## src/rtl/memory_access_sequencer.sv

```systemverilog
`default_nettype none
// +----------------------------------------------------------------------------+
// | memory_access_sequencer                                                    |
// | Single-outstanding fetch/load/store engine with lane steering and timeout. |
// | Revision: 1.0                                                              |
// +----------------------------------------------------------------------------+
module memory_access_sequencer #(
   parameter int XLEN           = 32,
   parameter int TIMEOUT_CYCLES = 16,
   parameter int TIMER_WIDTH    = $clog2(TIMEOUT_CYCLES + 1)
) (
   input  logic                clk,
   input  logic                reset,
   input  logic                req_valid,
   output logic                req_ready,
   input  logic [1:0]          req_kind,
   input  logic [2:0]          req_size,
   input  logic [XLEN-1:0]     req_address,
   input  logic [XLEN-1:0]     req_store_data,
   output logic                memory_enable,
   output logic                memory_command,
   output logic [XLEN-1:0]     memory_address,
   output logic [XLEN-1:0]     memory_write_data,
   output logic [XLEN/8-1:0]   memory_byte_enable,
   input  logic                memory_ready,
   input  logic                memory_valid,
   input  logic [XLEN-1:0]     memory_read_data,
   output logic                resp_valid,
   output logic [XLEN-1:0]     resp_data,
   output logic                resp_exception,
   output logic [30:0]         resp_exception_cause,
   output logic                busy
);

   localparam int NB   = XLEN / 8;
   localparam int OFFW = $clog2(NB);

   localparam logic [1:0] S_IDLE    = 2'd0;
   localparam logic [1:0] S_ISSUE   = 2'd1;
   localparam logic [1:0] S_WAIT    = 2'd2;
   localparam logic [1:0] S_RESPOND = 2'd3;

   localparam logic [1:0] K_FETCH = 2'd0;
   localparam logic [1:0] K_LOAD  = 2'd1;
   localparam logic [1:0] K_STORE = 2'd2;
   localparam logic [1:0] K_RSVD  = 2'd3;

   logic [1:0]             state_q, state_d;
   logic [1:0]             kind_q, kind_d;
   logic [2:0]             size_q, size_d;
   logic [XLEN-1:0]        addr_q, addr_d;
   logic [XLEN-1:0]        sdata_q, sdata_d;
   logic [TIMER_WIDTH-1:0] timer_q, timer_d;
   logic [XLEN-1:0]        rdata_q, rdata_d;
   logic                   exc_q, exc_d;
   logic [30:0]            cause_q, cause_d;

   logic [2:0]       w_amask;
   logic             w_size_bad;
   logic             w_misaligned;
   logic             w_req_bad;
   logic [30:0]      w_req_cause;
   logic [OFFW-1:0]  w_off;
   logic [3:0]       w_nbytes;
   logic [6:0]       w_bits;
   logic [NB-1:0]    w_mask;
   logic [XLEN-1:0]  w_shift;
   logic             w_msb;
   logic             w_fill;
   logic [XLEN-1:0]  w_load;
   logic [XLEN-1:0]  w_done_data;
   logic [30:0]      w_tmo_cause;
   logic             w_complete;

   // Request legality is judged on the live request so illegal ones skip the bus.
   always_comb begin
      case (req_size[1:0])
         2'd0:    w_amask = 3'b000;
         2'd1:    w_amask = 3'b001;
         2'd2:    w_amask = 3'b011;
         default: w_amask = 3'b111;
      endcase
      w_misaligned = |(req_address[2:0] & w_amask);
      w_size_bad   = (req_size == 3'b111)
                   || ((XLEN == 32) && ((req_size == 3'b011) || (req_size == 3'b110)))
                   || ((req_kind == K_STORE) && req_size[2])
                   || ((req_kind == K_FETCH) && (req_size != 3'b010));
      w_req_bad   = 1'b1;
      w_req_cause = 31'd2;
      if (req_kind == K_RSVD || w_size_bad) begin
         w_req_cause = 31'd2;
      end else if (w_misaligned) begin
         case (req_kind)
            K_FETCH: w_req_cause = 31'd0;
            K_LOAD:  w_req_cause = 31'd4;
            default: w_req_cause = 31'd6;
         endcase
      end else begin
         w_req_bad   = 1'b0;
         w_req_cause = 31'd0;
      end
   end

   assign w_off    = addr_q[OFFW-1:0];
   assign w_nbytes = 4'd1 << size_q[1:0];
   assign w_bits   = {w_nbytes, 3'b000};
   assign w_mask   = NB'((16'd1 << w_nbytes) - 16'd1);
   assign w_shift  = memory_read_data >> {w_off, 3'b000};

   always_comb begin
      w_msb  = 1'b0;
      w_load = '0;
      for (int i = 0; i < XLEN; i++) begin
         if (i == int'(w_bits) - 1) w_msb = w_shift[i];
      end
      w_fill = w_msb & ~size_q[2];
      for (int i = 0; i < XLEN; i++) begin
         w_load[i] = (i < int'(w_bits)) ? w_shift[i] : w_fill;
      end
   end

   always_comb begin
      case (kind_q)
         K_FETCH: w_done_data = memory_read_data;
         K_LOAD:  w_done_data = w_load;
         default: w_done_data = '0;
      endcase
      case (kind_q)
         K_FETCH: w_tmo_cause = 31'd1;
         K_LOAD:  w_tmo_cause = 31'd5;
         default: w_tmo_cause = 31'd7;
      endcase
   end

   assign w_complete = memory_valid && ((state_q == S_WAIT) || memory_ready);

   always_comb begin
      state_d = state_q;
      kind_d  = kind_q;
      size_d  = size_q;
      addr_d  = addr_q;
      sdata_d = sdata_q;
      timer_d = timer_q;
      rdata_d = rdata_q;
      exc_d   = exc_q;
      cause_d = cause_q;
      case (state_q)
         S_IDLE: begin
            if (req_valid) begin
               kind_d  = req_kind;
               size_d  = req_size;
               addr_d  = req_address;
               sdata_d = req_store_data;
               if (w_req_bad) begin
                  state_d = S_RESPOND;
                  exc_d   = 1'b1;
                  cause_d = w_req_cause;
                  rdata_d = '0;
               end else begin
                  state_d = S_ISSUE;
                  timer_d = '0;
               end
            end
         end
         S_ISSUE, S_WAIT: begin
            timer_d = timer_q + TIMER_WIDTH'(1);
            // Completion takes priority over a timeout landing in the same cycle.
            if (w_complete) begin
               state_d = S_RESPOND;
               exc_d   = 1'b0;
               cause_d = 31'd0;
               rdata_d = w_done_data;
            end else if (timer_q == TIMER_WIDTH'(TIMEOUT_CYCLES - 1)) begin
               state_d = S_RESPOND;
               exc_d   = 1'b1;
               cause_d = w_tmo_cause;
               rdata_d = '0;
            end else if ((state_q == S_ISSUE) && memory_ready) begin
               state_d = S_WAIT;
            end
         end
         default: state_d = S_IDLE;
      endcase
   end

   always_ff @(posedge clk) begin
      if (!reset) begin
         state_q <= S_IDLE;
         kind_q  <= K_FETCH;
         size_q  <= 3'b000;
         addr_q  <= '0;
         sdata_q <= '0;
         timer_q <= '0;
         rdata_q <= '0;
         exc_q   <= 1'b0;
         cause_q <= 31'd0;
      end else begin
         state_q <= state_d;
         kind_q  <= kind_d;
         size_q  <= size_d;
         addr_q  <= addr_d;
         sdata_q <= sdata_d;
         timer_q <= timer_d;
         rdata_q <= rdata_d;
         exc_q   <= exc_d;
         cause_q <= cause_d;
      end
   end

   assign req_ready            = (state_q == S_IDLE);
   assign busy                 = (state_q != S_IDLE);
   assign memory_enable        = (state_q == S_ISSUE) && memory_ready;
   assign memory_command       = (kind_q == K_STORE);
   assign memory_address       = {addr_q[XLEN-1:OFFW], {OFFW{1'b0}}};
   assign memory_write_data    = sdata_q << {w_off, 3'b000};
   assign memory_byte_enable   = w_mask << w_off;
   assign resp_valid           = (state_q == S_RESPOND);
   assign resp_data            = rdata_q;
   assign resp_exception       = exc_q;
   assign resp_exception_cause = cause_q;

endmodule
`default_nettype wire

```

## config.mk

```make
export PLATFORM = sky130hd
export DESIGN_NAME = memory_access_sequencer
export DESIGN_NICKNAME = d
export VERILOG_FILES = /design/src/rtl/memory_access_sequencer.sv
export SDC_FILE = /design/constraint.sdc
export NUM_CORES = 1
export LEC_CHECK = 0
export CAP_MARGIN = 25
export CELL_PAD_IN_SITES_DETAIL_PLACEMENT = 0
export CELL_PAD_IN_SITES_GLOBAL_PLACEMENT = 1
export CORE_ASPECT_RATIO = 0.5
export CORE_MARGIN = 10
export CORE_UTILIZATION = 33
export DETAILED_ROUTE_END_ITERATION = 6
export PLACE_DENSITY = 0.95
export SYNTH_ARGS = -nofsm -noshare
export SYNTH_HDL_FRONTEND = slang
export SYNTH_SLANG_ARGS = --single-unit
```

## constraint.sdc

```tcl
create_clock -name clk -period 5.2 [get_ports clk]
set_clock_uncertainty 0.1 [all_clocks]
set_input_delay 1.04 -clock clk [delete_from_list [all_inputs] [get_ports clk]]
set_output_delay 1.04 -clock clk [all_outputs]
set_load 0.02 [all_outputs]
```

[After elaboration in Yosys (flattened, before gate mapping)]
Index checks and enable logic that the tools add are counted.
Operators by class
  reduce and logical (&&, ||, !) cells: 23
  add/subtract/negate cells: 3
  eq/ne operators: 51
  shift operators: 5
  muxes and demuxes: 96
  bitwise operators: 3
  magnitude comparators: 32
Operator list (number)
  31-bit 2-to-1 mux: 6
  6-bit by 8-bit == test with 1-bit output, first input constant: 16
  32-bit 2-to-1 mux: 4
  32-bit case mux with 2 select lines: 2
  5-bit by 7-bit < comparator with 1-bit output, first input constant: 16
  1-bit 2-to-1 mux: 70
  5-bit by 8-bit == test with 1-bit output, first input constant: 8
  31-bit case mux with 2 select lines: 1
  4-bit by 7-bit < comparator with 1-bit output, first input constant: 8
  4-bit by 8-bit == test with 1-bit output, first input constant: 4
  32-bit zero test: 1
  32-bit by 5-bit left shift with 32-bit output: 1
  32-bit by 5-bit right shift with 32-bit output: 1
  3-bit by 7-bit < comparator with 1-bit output, first input constant: 4
  3-bit by 8-bit == test with 1-bit output, first input constant: 2
  1-bit by 7-bit < comparator with 1-bit output, first input constant: 2
  2-bit by 7-bit < comparator with 1-bit output, first input constant: 2
  2-bit == test, second input constant: 6
  3-bit case mux with 2 select lines: 2
  2-bit 2-to-1 mux: 5
  5-bit 2-to-1 mux: 2
  5-bit case mux with 2 select lines: 1
  3-bit case mux with 3 select lines: 1
  2-bit by 1-bit == test with 1-bit output, second input constant: 4
  29 further kinds: 44
Word-level totals
  word-level logic and storage cells: 222
  flip-flop bits (word level): 140
  input bits: 106

[Depth between registers and ports, before layout]
Gate-level depths: netlist of run 1.
  word-level depth: 40
  gate-level depth with buffers: 9
  mapped depth without buffers: 7

[Least setup slack after synthesis of run 1]
Ideal clock, no wire load.
  path kind: reg-to-output
  start point: reg addr_q[1]
  end point: out memory_write_data[16]
  cell stages (with the launch flop): 7
  required time: 4.060 ns
  setup slack: 2.322 ns
  arrival: 1.738 ns
  cell sequence: dfxtp_1 -> buf_2 -> buf_2 -> buf_2 -> buf_2 -> mux2i_1 -> o21ai_0
On the way
  cells in the longest elaborated chain, start to end: 1
RTL lines
  from (decl): line 51  | logic [XLEN-1:0] addr_q, addr_d;
  from (signal assigned): line 201  | addr_q <= addr_d;
  32-bit by 5-bit left shift with 32-bit output: line 215  | assign memory_write_data = sdata_q << {w_off, 3'b000};
  to (decl): line 23  | output logic [XLEN-1:0] memory_write_data,
No other way between the ends.

[Worst setup path in the final report of run 1]
  start point: reg addr_q[1]
  end point: out memory_write_data[5]
Same word-level chain as after synthesis.

==> results.json, run 1 <==
{
  "outcome": "finished clean",
  "cts_buffer_depth": 2,
  "ys_seq_area_frac": 0.375,
  "grt_pass1_vias": 5606,
  "async_reset_ff_frac": 0,
  "crit_family": "buffers and inverters",
  "p_clk_frac": 0.224,
  "combinationalPowerShare": 0.439,
  "worstSetupEndpoint": "memory_write_data[5]",
  "post-route-period-util": 0.711,
  "worst_pin_slew_ps": 928,
  "num_rows": 34,
  "r2r-start": "addr_q[1]",
  "dp_cells": 1114,
  "drtPass1Iterations": 5,
  "synth_xor_area_frac": 0,
  "synth_fa_ha_area_frac": 0.0126,
  "holdBufCountCts": 0,
  "htree_levels": 3,
  "synth-compound-area-share": 0.260,
  "top_usage_layer": "met2",
  "start_kind": "register",
  "synthSimpleGateAreaFrac": 0.167,
  "yosysWarnings": 0,
  "switching_share": 0.390,
  "layout.nets": 1004,
  "max_freq_mhz": 270,
  "hp-class": "reg -> reg",
  "cts_buffers": 9,
  "syn_inst": 749,
  "setup-tns-final_ps": 0,
  "regToRegSetupSlack_ps": 2550,
  "required_ps": 4060,
  "grt_antenna_before_repair": 1,
  "hp-start": "sdata_q[26]",
  "muxShareOfSynthArea": 0.0645,
  "synth_top_family_by_area": "compound AO/OA/AOI/OAI gates",
  "stdcell_count": 1133,
  "dpl_worst_slack_ps": 1600,
  "hold_viol": 0,
  "detail_route.vias_per_cell": 5.02,
  "clkLatencyLatePin_ps": 350,
  "switchingPower_mw": 1.26,
  "arrival_ps": 2560,
  "power.share.sequential": 0.338,
  "grt_use_total": 0.158,
  "use_met3": 0.0429,
  "cts.sinks": 112,
  "drive_above_1_share": 0.0424,
  "power.density_nw_per_um2": 393,
  "io_buffers": 212,
  "start_util": 0.340,
  "vias": 5684,
  "synth_area_sq_um": 5980,
  "synth_edf_count": 0,
  "ys_types": 51,
  "die_w_um": 210,
  "slew-limit-headroom": 0.379,
  "grtUsageMet2": 0.284,
  "dp_hpwl_um": 15000,
  "die_h_um": 115,
  "fin_ws_ps": 1500,
  "rsz0062_at_grt": "false",
  "cp_num_cells": 4,
  "period_minus_slack_ps": 3700,
  "syn_to_final_growth_pct": 37.1,
  "synth_top_area_frac": 0.375,
  "drtIter0Drc": 336,
  "crit_path_start": "addr_q[1]",
  "ys_ff_latch": 112,
  "final_cell_mix": "clkdlybuf4s50_1, nand2_1, dfxtp_1",
  "gp_congestion": 0.844,
  "peakVddDrop_mv": 0.162,
  "cts_setup_buffers": 0,
  "finalWirelength_um": 20000,
  "setup_viol": 0,
  "cpMaxStageDelayCell": "clkdlybuf4s50_1",
  "power_mw": 3.22,
  "clkTransAtPathRegs_ps": 80,
  "layout_commonest_cell": "clkdlybuf4s50_1",
  "cts_tree": "done",
  "grt_overflow": 0,
  "cp_max_fo": 45,
  "grt_pass1_wl_um": 31000,
  "rr_endpoint": "resp_data[11]",
  "post-synth-top-area-cell": "dfxtp_1",
  "ant_nets": 0,
  "use_met1": 0.180,
  "synthFlopType": "dfxtp_1",
  "die-area_sq_um": 24200,
  "endpoint_kind": "output port",
  "syn_avg_cell_area_sq_um": 7.98,
  "max_stage_delay_ps": 550,
  "path_buf_inv": 2,
  "clockRootBuffer": "clkbuf_16",
  "slew_viol_final": 0,
  "internal_power_mw": 1.96,
  "p_leak_nw": 2.90,
  "yosys-top-cells-area": "dfxtp_1, nand2_1, a21oi_1, buf_4, mux2i_1",
  "grt_max_degree": 70,
  "drc_errors": 0,
  "ctsResizeCount": 0,
  "reg2regPathDepth": 6,
  "core_area_sq_um": 17600,
  "wire_per_inst_um": 17.7,
  "path_cells": "buf_4, nor2_1, and2_1, clkdlybuf4s50_1",
  "drv_cap": 0,
  "crit_type": "reg -> out",
  "io_pins": 243
}
## logic make-up (layout without fill, tap and decap cells)
kind of cell | count (synthesis) | count (layout)
muxes | 37 | 37
other | 1 | 32
adders and majority gates | 6 | 6
and+or+nand+nor | 229 | 229
AOI/OAI and AO/OA | 238 | 238
buffers and inverters | 126 | 245
DFF | 112 | 112
## routing by layer
layer | vias to the layer above | share of wire
met3 | 22 | 0.060
met2 | 172 | 0.51
li1 | 2812 | -
met1 | 2678 | 0.41
met4 | 0 | 0.020
met5 | - | 0
## area by class of cell
cell class / count / area, sq um
clock inverters: 4 / 52.6
repair buffers: 219 / 2170
inverters: 10 / 37.5
clock buffers: 12 / 256
fillers: 1727 / 9380
well taps: 234 / 293
flip-flops and latches: 112 / 2240
diodes: 2 / 5.00
multi-input cells: 540 / 3130
## tightest hold or removal path, stage by stage (launching register included)
cell and delay, ps:
dfxtp_1 310, nand2_1 50, a21oi_1 50
## sequential cells by signal, indices dropped and copies added (netlist names)
register	flops
kind_q	2
resp_exception	1
sdata_q	32
resp_exception_cause	3
size_q	3
timer_q	5
state_q	2
addr_q	32
resp_data	32
## power groups by stage
stage               registers [mW]  logic, mW  clock network, mW
floorplan                     1.10      0.908                  0
global placement              1.10       1.39                  0
detailed placement            1.11       1.41                  0
CTS                           1.09       1.41              0.749
global route                  1.11       1.54              0.780
finish                        1.09       1.41              0.719
## cells in the mapped netlist, drive strengths merged (2+ instances only)
cell / instances
nand2: 156
dfxtp: 112
a21oi: 110
buf: 83
mux2i: 34
clkbuf: 33
o21ai: 32
o2bb2ai: 30
nor2: 17
a211oi: 13
nor2b: 13
nand3: 11
and2: 10
inv: 10
o211ai: 10
a221oi: 7
a22oi: 7
nand2b: 7
ha: 6
o21a: 5
a22o: 4
a2bb2oi: 4
a211o: 3
and3: 3
nor3: 3
a21o: 2
mux2: 2
nand3b: 2
nor3b: 2
o211a: 2
or2: 2
## stage by stage
stage	instance area [sq um]	util	hold slack, ps
after floorplan	6090	-	332
after global placement	7870	0.448	339
after detailed placement	7870	0.448	342
after CTS	8180	0.466	352
after global routing	8190	0.466	373
final	8190	0.466	351
## worst min-delay path by stage
stage / to / slack [ps] / depth (start not counted)
floorplan: sdata_q[24] / 330 / 2
global placement: sdata_q[25] / 340 / 2
detailed placement: sdata_q[25] / 340 / 2
CTS: sdata_q[25] / 350 / 2
global route: addr_q[22] / 370 / 2
finish: sdata_q[26] / 350 / 2
(Power assumes the default switching activity.)
==> run 2, diff against run 1 <==
CORE_UTILIZATION = 28   (was 33)
PLACE_DENSITY = 0.9   (was 0.95)
clock period = 3.4 ns   (was 5.2 ns; I/O delays follow)
==> run 2 against run 1 <==
  * Routed wire length is 3.0% higher
  * Die area is 15% higher
  * Global-route usage down 1.8 points
  * Flip-flop and latch count is the same
  * Total power grew 54%
  * Core utilization fell by 6.6 points
  * Clock-buffer cell count shrank 1
  * Register-to-register slack worse by 1700 ps
  * Setup slack worse by 1200 ps
==> results.json, run 2 (synthesis gave the netlist of run 1 again) <==
{
  "outcome": "finished clean",
  "grt_max_degree": 75,
  "power.density_nw_per_um2": 596,
  "required_ps": 2620,
  "final_cell_mix": "clkdlybuf4s50_1, nand2_1, dfxtp_1",
  "vias": 5706,
  "grt_pass1_wl_um": 31400,
  "path_cells": "buf_4, mux2i_1, o21ai_0, clkdlybuf4s50_1",
  "max_stage_delay_ps": 660,
  "layout.nets": 1010,
  "cpMaxStageDelayCell": "clkdlybuf4s50_1",
  "cts.sinks": 112,
  "arrival_ps": 2300,
  "die_h_um": 123,
  "hp-start": "sdata_q[31]",
  "slew-limit-headroom": 0.401,
  "p_clk_frac": 0.217,
  "r2r-start": "state_q[1]",
  "cts_setup_buffers": 0,
  "finalWirelength_um": 20600,
  "num_rows": 37,
  "gp_congestion": 0.856,
  "syn_to_final_growth_pct": 38.9,
  "holdBufCountCts": 0,
  "max_freq_mhz": 325,
  "ant_nets": 0,
  "drtIter0Drc": 337,
  "clkLatencyLatePin_ps": 350,
  "cts_buffers": 9,
  "grt_overflow": 0,
  "power.share.sequential": 0.337,
  "endpoint_kind": "output port",
  "clockRootBuffer": "clkbuf_16",
  "cp_num_cells": 4,
  "layout_commonest_cell": "clkdlybuf4s50_1",
  "grt_pass1_vias": 5580,
  "crit_type": "reg -> out",
  "wire_per_inst_um": 17.5,
  "hold_depth": 2,
  "io_buffers": 212,
  "crit_family": "buffers and inverters",
  "fillers": 2137,
  "p_leak_nw": 2.93,
  "dp_hpwl_um": 15700,
  "die_w_um": 227,
  "drv_cap": 0,
  "htree_levels": 3,
  "hp-class": "reg -> reg",
  "cts_tree": "done",
  "start_util": 0.288,
  "reg2regPathDepth": 6,
  "setup_viol": 0,
  "antennaDiodeCount": 0,
  "drtPass1Iterations": 5,
  "cp_max_fo": 21,
  "power_mw": 4.95,
  "detail_route.vias_per_cell": 4.85,
  "drive_above_1_share": 0.0487,
  "hold_viol": 0,
  "setup-tns-final_ps": 0,
  "grt_use_total": 0.140,
  "clkTransAtPathRegs_ps": 70,
  "drc_errors": 0,
  "internal_power_mw": 3.00,
  "holdPathEnd": "sdata_q[31]",
  "combinationalPowerShare": 0.446,
  "core_area_sq_um": 20700,
  "grt_antenna_before_repair": 0,
  "ctsResizeCount": 0,
  "rr_endpoint": "timer_q[3]",
  "cts_buffer_depth": 2,
  "switching_share": 0.394,
  "rsz0062_at_grt": "false",
  "period_minus_slack_ps": 3080,
  "slew_viol_final": 0,
  "start_kind": "register",
  "die-area_sq_um": 27900,
  "post-route-period-util": 0.906,
  "peakVddDrop_mv": 0.229,
  "switchingPower_mw": 1.95,
  "worst_pin_slew_ps": 895,
  "path_buf_inv": 2,
  "io_pins": 243,
  "regToRegSetupSlack_ps": 800
}
==> run 2: cell types whose count changed in the layout (fill, tap and decap cells not counted), sizes merged <==
cell      before  now
diode          2    0
buf            7   13
clkinvlp       0    3
clkinv         3    1
clkbuf        12   11
==> run 2: through the flow <==
step,cell area [sq um],cells,setup slack [ps],util,hold WS [ps]
floorplan,6090,778,882,-,332
global placement,8010,1159,567,0.386,340
detailed placement,8010,1159,480,0.386,342
CTS,8300,1175,291,0.400,352
global route,8300,1176,165,0.400,369
finish,8300,1176,320,0.400,349
==> run 2: worst max path at each step <==
stage | endpoint | start
2_1_floorplan | memory_write_data[16] | addr_q[1]
3_3_place_gp | timer_q[4] | req_kind[1]
3_5_place_dp | timer_q[3] | req_size[1]
4_1_cts | memory_write_data[20] | addr_q[1]
5_1_grt | memory_write_data[27] | addr_q[1]
6_report | memory_write_data[20] | addr_q[1]
==> run 2: metal layers <==
metal | GRT usage | part of all wire
met4 | 0.0396 | 0.019
met1 | 0.151 | 0.39
met5 | 0 | 0
met2 | 0.271 | 0.54
met3 | 0.0347 | 0.050
==> run 2: layout make-up <==
class / instances / area, sq um / share of cell area
Sequential cell: 112 / 2240 / 0.270
Clock inverter: 5 / 57.6 / 0.00693
Multi-Input combinational cell: 540 / 3130 / 0.377
Timing Repair Buffer: 225 / 2260 / 0.272
Tap cell: 273 / 342 / 0.0411
Clock buffer: 11 / 233 / 0.0280
Inverter: 10 / 37.5 / 0.00452
==> run 2: worst register-to-register path: cells and delay by family, from the launching register on <==
kind	cells	cell delay, ps
AOI/OAI and AO/OA	2	810
and+or+nand+nor	1	530
adders and majority gates	1	440
DFF	1	340
muxes	1	210
buffers and inverters	1	100
==> run 2: power by group through the flow <==
stage                     combinational, mW  sequential (mW)  clock [mW]
after floorplan                        1.39             1.69           0
final                                  2.21             1.67        1.07
after global routing                   2.41             1.70        1.18
after detailed placement               2.21             1.70           0
after CTS                              2.22             1.67        1.12
after global placement                 2.18             1.69           0
